$ cat src/rtl/fib_bcd_converter.sv
// Sequential binary-to-packed-BCD converter (shift-add-3), one input bit per clock.
// Accepts a word only when idle; words offered while converting are dropped.
module fib_bcd_converter #(
   parameter int WIDTH  = 32,
   parameter int DIGITS = 10
) (
   input  logic                  clk,
   input  logic                  reset,
   input  logic [WIDTH-1:0]      in_value,
   input  logic                  in_valid,
   output logic                  in_ready,
   output logic [4*DIGITS-1:0]   bcd,
   output logic                  bcd_valid,
   output logic                  ovf,
   output logic                  busy
);

   localparam int CW = $clog2(WIDTH + 1);
   localparam int BW = 4 * DIGITS;

   typedef enum logic {S_IDLE, S_CONVERT} state_t;

   state_t           r_state;
   state_t           w_next_state;
   logic [CW-1:0]    r_count;
   logic [WIDTH-1:0] r_shift;
   logic [BW-1:0]    r_work;
   logic             r_sticky;
   logic [BW-1:0]    r_bcd;
   logic             r_bcd_valid;
   logic             r_ovf;

   logic             w_accept;
   logic             w_last;
   logic [BW-1:0]    w_adj;
   logic [BW-1:0]    w_work_next;
   logic             w_carry_out;

   always_ff @(posedge clk) begin
      if (reset) r_state <= S_IDLE;
      else       r_state <= w_next_state;
   end

   // NOTE: every output of this block gets a default first, so no path leaves one unassigned (no latch).
   always_comb begin
      w_next_state = r_state;
      in_ready     = 1'b0;
      busy         = 1'b0;
      w_accept     = 1'b0;
      w_last       = 1'b0;
      case (r_state)
         S_IDLE: begin
            in_ready = !reset;
            w_accept = in_valid && !reset;
            if (w_accept) w_next_state = S_CONVERT;
         end
         S_CONVERT: begin
            busy   = 1'b1;
            w_last = (r_count == CW'(WIDTH - 1));
            if (w_last) w_next_state = S_IDLE;
         end
         default: w_next_state = S_IDLE;
      endcase
   end

   // Add-3 correction on every digit >= 5, applied before the shift.
   always_comb begin
      w_adj = r_work;
      for (int d = 0; d < DIGITS; d++) begin
         if (r_work[4*d +: 4] >= 4'd5) w_adj[4*d +: 4] = r_work[4*d +: 4] + 4'd3;
      end
   end

   assign w_work_next = {w_adj[BW-2:0], r_shift[WIDTH-1]};
   assign w_carry_out = w_adj[BW-1];

   // NOTE: sequential state uses non-blocking assignments so every register samples pre-edge values.
   always_ff @(posedge clk) begin
      if (reset) begin
         r_count     <= '0;
         r_shift     <= '0;
         r_work      <= '0;
         r_sticky    <= 1'b0;
         r_bcd       <= '0;
         r_bcd_valid <= 1'b0;
         r_ovf       <= 1'b0;
      end else begin
         r_bcd_valid <= 1'b0;
         if (w_accept) begin
            r_shift  <= in_value;
            r_work   <= '0;
            r_sticky <= 1'b0;
            r_count  <= '0;
         end else if (r_state == S_CONVERT) begin
            r_shift  <= {r_shift[WIDTH-2:0], 1'b0};
            r_work   <= w_work_next;
            r_sticky <= r_sticky | w_carry_out;
            r_count  <= r_count + CW'(1);
            if (w_last) begin
               r_bcd       <= w_work_next;
               r_ovf       <= r_sticky | w_carry_out;
               r_bcd_valid <= 1'b1;
            end
         end
      end
   end

   assign bcd       = r_bcd;
   assign bcd_valid = r_bcd_valid;
   assign ovf       = r_ovf;

endmodule
$ cat config.mk
export PLATFORM = sky130hd
export DESIGN_NAME = fib_bcd_converter
export DESIGN_NICKNAME = d
export VERILOG_FILES = /design/src/rtl/fib_bcd_converter.sv
export SDC_FILE = /design/constraint.sdc
export NUM_CORES = 1
export LEC_CHECK = 0
export CAP_MARGIN = 0
export CORE_AREA = 2 2 104 117
export CTS_CLUSTER_DIAMETER = 150
export DETAILED_ROUTE_END_ITERATION = 12
export DIE_AREA = 0 0 106 119
export GPL_TIMING_DRIVEN = 1
export PLACE_DENSITY_LB_ADDON = 0.05
export SKIP_CTS_REPAIR_TIMING = 1
export SYNTH_ARGS = -nofsm -noshare
export SYNTH_HDL_FRONTEND = slang
export SYNTH_SLANG_ARGS = --single-unit
export TNS_END_PERCENT = 20
$ cat constraint.sdc
create_clock -name clk -period 1.5 [get_ports clk]
set_input_delay 0.3 -clock clk [delete_from_list [all_inputs] [get_ports clk]]
set_output_delay 0.3 -clock clk [all_outputs]
set_load 0.01 [all_outputs]
==> results.sh <==
export IMPL_yosysWarnings=0
export IMPL_cp_end_kind="flop"
export IMPL_cp_max_fo=7
export IMPL_area_delta_synth_final_pct=45.3
export IMPL_synth_largest_area_cell="dfxtp_1"
export IMPL_powerDensity_mw_per_mm2=1050
export IMPL_setup_ws_ps=-19.9
export IMPL_gp_congestion=0.778
export IMPL_diodes=0
export IMPL_viasPerCell=5.25
export IMPL_nNetsFinal=812
export IMPL_fin_util_pct=68.7
export IMPL_rsz0062_at_grt="yes"
export IMPL_cts_tree="built"
export IMPL_vias=4849
export IMPL_ant_nets=0
export IMPL_yosysTopAreaCellShare_pct=44.5
export IMPL_post_place_cells=879
export IMPL_regToRegSetupSlack_ps=-20
export IMPL_crit_arrival_ps=1810
export IMPL_place_hpwl_microns=8500
export IMPL_slew_violations=0
export IMPL_min_path_type="input port to flop"
export IMPL_drt_iter0_markers=178
export IMPL_status="finished with violations"
export IMPL_design_area_sq_mm=0.00798
export IMPL_synthTopCellsByArea="dfxtp_1, nor2_1, a21oi_1"
export IMPL_mostFrequentLayoutCells="dfxtp_1, nor2_1, a21oi_1, buf_4, dlymetal6s2s_1"
export IMPL_crit_chain="nand4_1 > nor3b_4 > buf_6 > buf_6 > clkbuf_16 > buf_6 > o22ai_1"
export IMPL_htree_levels=4
export IMPL_fin_cells=923
export IMPL_finClkSkew_ps=7.44
export IMPL_slowest_delay_ps=370
export IMPL_grt_pass1_vias=4483
export IMPL_vdd_drop_max_v=0.000959
export IMPL_multi_input_area_sq_mm=0.00305
export IMPL_crit_type="flop to flop"
export IMPL_fillCellCount=922
export IMPL_seqCellArea_sq_mm=0.00246
export IMPL_grt_start_max_net_pins=41
export IMPL_numCtsBuffers=17
export IMPL_slew_headroom_pct=75.2
export IMPL_dieHeight_microns=119
export IMPL_r2r_cells=7
export IMPL_groute_usage_overall_pct=20.4
export IMPL_fin_crit_sh_pct=101
export IMPL_clock_latency_ps=410
export IMPL_drtPass1Iterations=4
export IMPL_critPathTopFamily="buffers and inverters"
export IMPL_critPathLaunchType="flop"
export IMPL_wl_per_cell_microns=14.8
export IMPL_final_common_cell="dfxtp_1"
export IMPL_synth_nets=688
export IMPL_crit_cells=7
export IMPL_finalHoldWorstSlack_ps=224
export IMPL_crit_top_cell="buf_6"
export IMPL_min_path_cells=3
export IMPL_fp_dieW_microns=106
export IMPL_postRouteWirelength_microns=13700
export IMPL_synthCells=632
export IMPL_violations="negative setup slack"
export IMPL_syn_area_per_cell_sq_um=8.69
export IMPL_drive_gt1_share_pct=23.8
export IMPL_placed_cell_area_sq_mm=0.00670
export IMPL_grt_antenna_before_repair=0
export IMPL_cts_clk_slew_worst_paths_ps=60
export IMPL_period_minus_slack_ps=1520
export IMPL_yosysUniqueCellTypes=29
export IMPL_critPathBufInv=4
export IMPL_dieArea_sq_mm=0.0126
export IMPL_synth_area_sq_mm=0.00549
export IMPL_cts_root_buf="clkbuf_16"
export IMPL_drc=0
export IMPL_slowest_stage="dfxtp_4"
export IMPL_worstPathRequired_ps=1790
export IMPL_io_pins=79
export IMPL_maxCapViolations=0
export IMPL_hold_violations=0
export IMPL_clock_path_buffers=2
export IMPL_clkSinkCount=122
export IMPL_port_buffers=78
export IMPL_initial_core_util_pct=47.3
export IMPL_fmax_ghz=0.658
export IMPL_worst_pin_slew_ps=372
export IMPL_grt_pass1_wl_microns=20900
export IMPL_core_area_sq_mm=0.0116
export IMPL_seq_area_frac_synth_pct=44.5
export IMPL_rows=42
export IMPL_setup_violations=7
export IMPL_p_leak_nw=3.79
export IMPL_synth_seq_cells=122
export IMPL_grt_overflow_total=0
==> worst paths after layout <==
check                               from      end
worst max register to register   r_state  bcd[17]
worst min register to register    bcd[2]   bcd[2]
worst min-delay path            in_valid  r_state
worst max-delay path             r_state  bcd[17]
==> layout make-up <==
type | count | area share (%)
Multi-Input combinational cell | 446 | 38.2
Timing Repair Buffer | 146 | 19.5
Inverter | 23 | 1.08
Clock buffer | 18 | 5.50
Sequential cell | 122 | 30.8
Clock inverter | 14 | 2.46
Tap cell | 154 | 2.41
==> worst register-to-register path: stages (launching register included) <==
cell       delay (ps)
dfxtp_4           370
nand4_1           170
nor3b_4           240
buf_6             200
buf_6             130
clkbuf_16         140
buf_6             100
o22ai_1            50
==> per-layer routing <==
metal  track usage (%)  wire (microns)
met3              4.49             412
met1              25.5            6190
met5                 0               0
met4              5.10             148
met2              35.6            6920
==> flip-flops by register name, indices dropped and copies added, names as in the netlist <==
register / flops
bcd: 40
r_work: 40
r_shift: 32
r_count: 6
bcd_valid: 1
ovf: 1
r_state: 1
r_sticky: 1
==> Yosys cell counts <==
library cell,instances
or3_1,1
nor3_1,2
inv_1,23
xnor2_1,11
buf_6,2
nand2b_1,31
o22ai_1,41
mux2i_1,35
a311oi_1,2
a211oi_2,2
a21oi_1,71
dfxtp_1,122
nor3b_2,1
xor2_1,3
a211oi_1,8
buf_1,3
nor3b_1,10
nand3_1,10
mux2_2,10
o21ai_0,29
buf_4,4
buf_2,14
nor2_1,102
nand4_1,3
a311oi_2,9
a21o_1,1
clkbuf_1,18
ha_1,21
nand2_1,43
==> power by group <==
part | leakage, nW | internal (mW) | total, mW | switching (mW)
Sequential | 0.995 | 3.32 | 3.37 | 0.0483
Combinational | 2.49 | 0.328 | 0.689 | 0.361
Clock | 0.302 | 2.83 | 4.34 | 1.51
Total | 3.79 | 6.48 | 8.40 | 1.92
==> through the flow <==
stage | power, mW | setup TNS (ps) | setup WS (ps)
after floorplan | 3.82 | 0 | 37.6
after global placement | 4.05 | -4.00 | -4.00
after detailed placement | 4.07 | -647 | -142
after CTS | 8.41 | -5710 | -373
after global routing | 8.68 | -1260 | -81.7
final | 8.40 | -91.6 | -19.9
==> cell families (layout without fill, tap and decap cells) <==
group | after synthesis | count (layout) | synth area share, %
AND/OR/NAND/NOR | 203 | 203 | 16.6
AO/OA/AOI/OAI | 163 | 163 | 18.3
flip-flops | 122 | 122 | 44.5
buffers and inverters | 64 | 201 | 5.24
multiplexers | 45 | 45 | 8.43
adder cells (fa/ha/maj) | 21 | 21 | 4.78
XOR/XNOR | 14 | 14 | 2.23
Power figures use the tool's default switching activity.
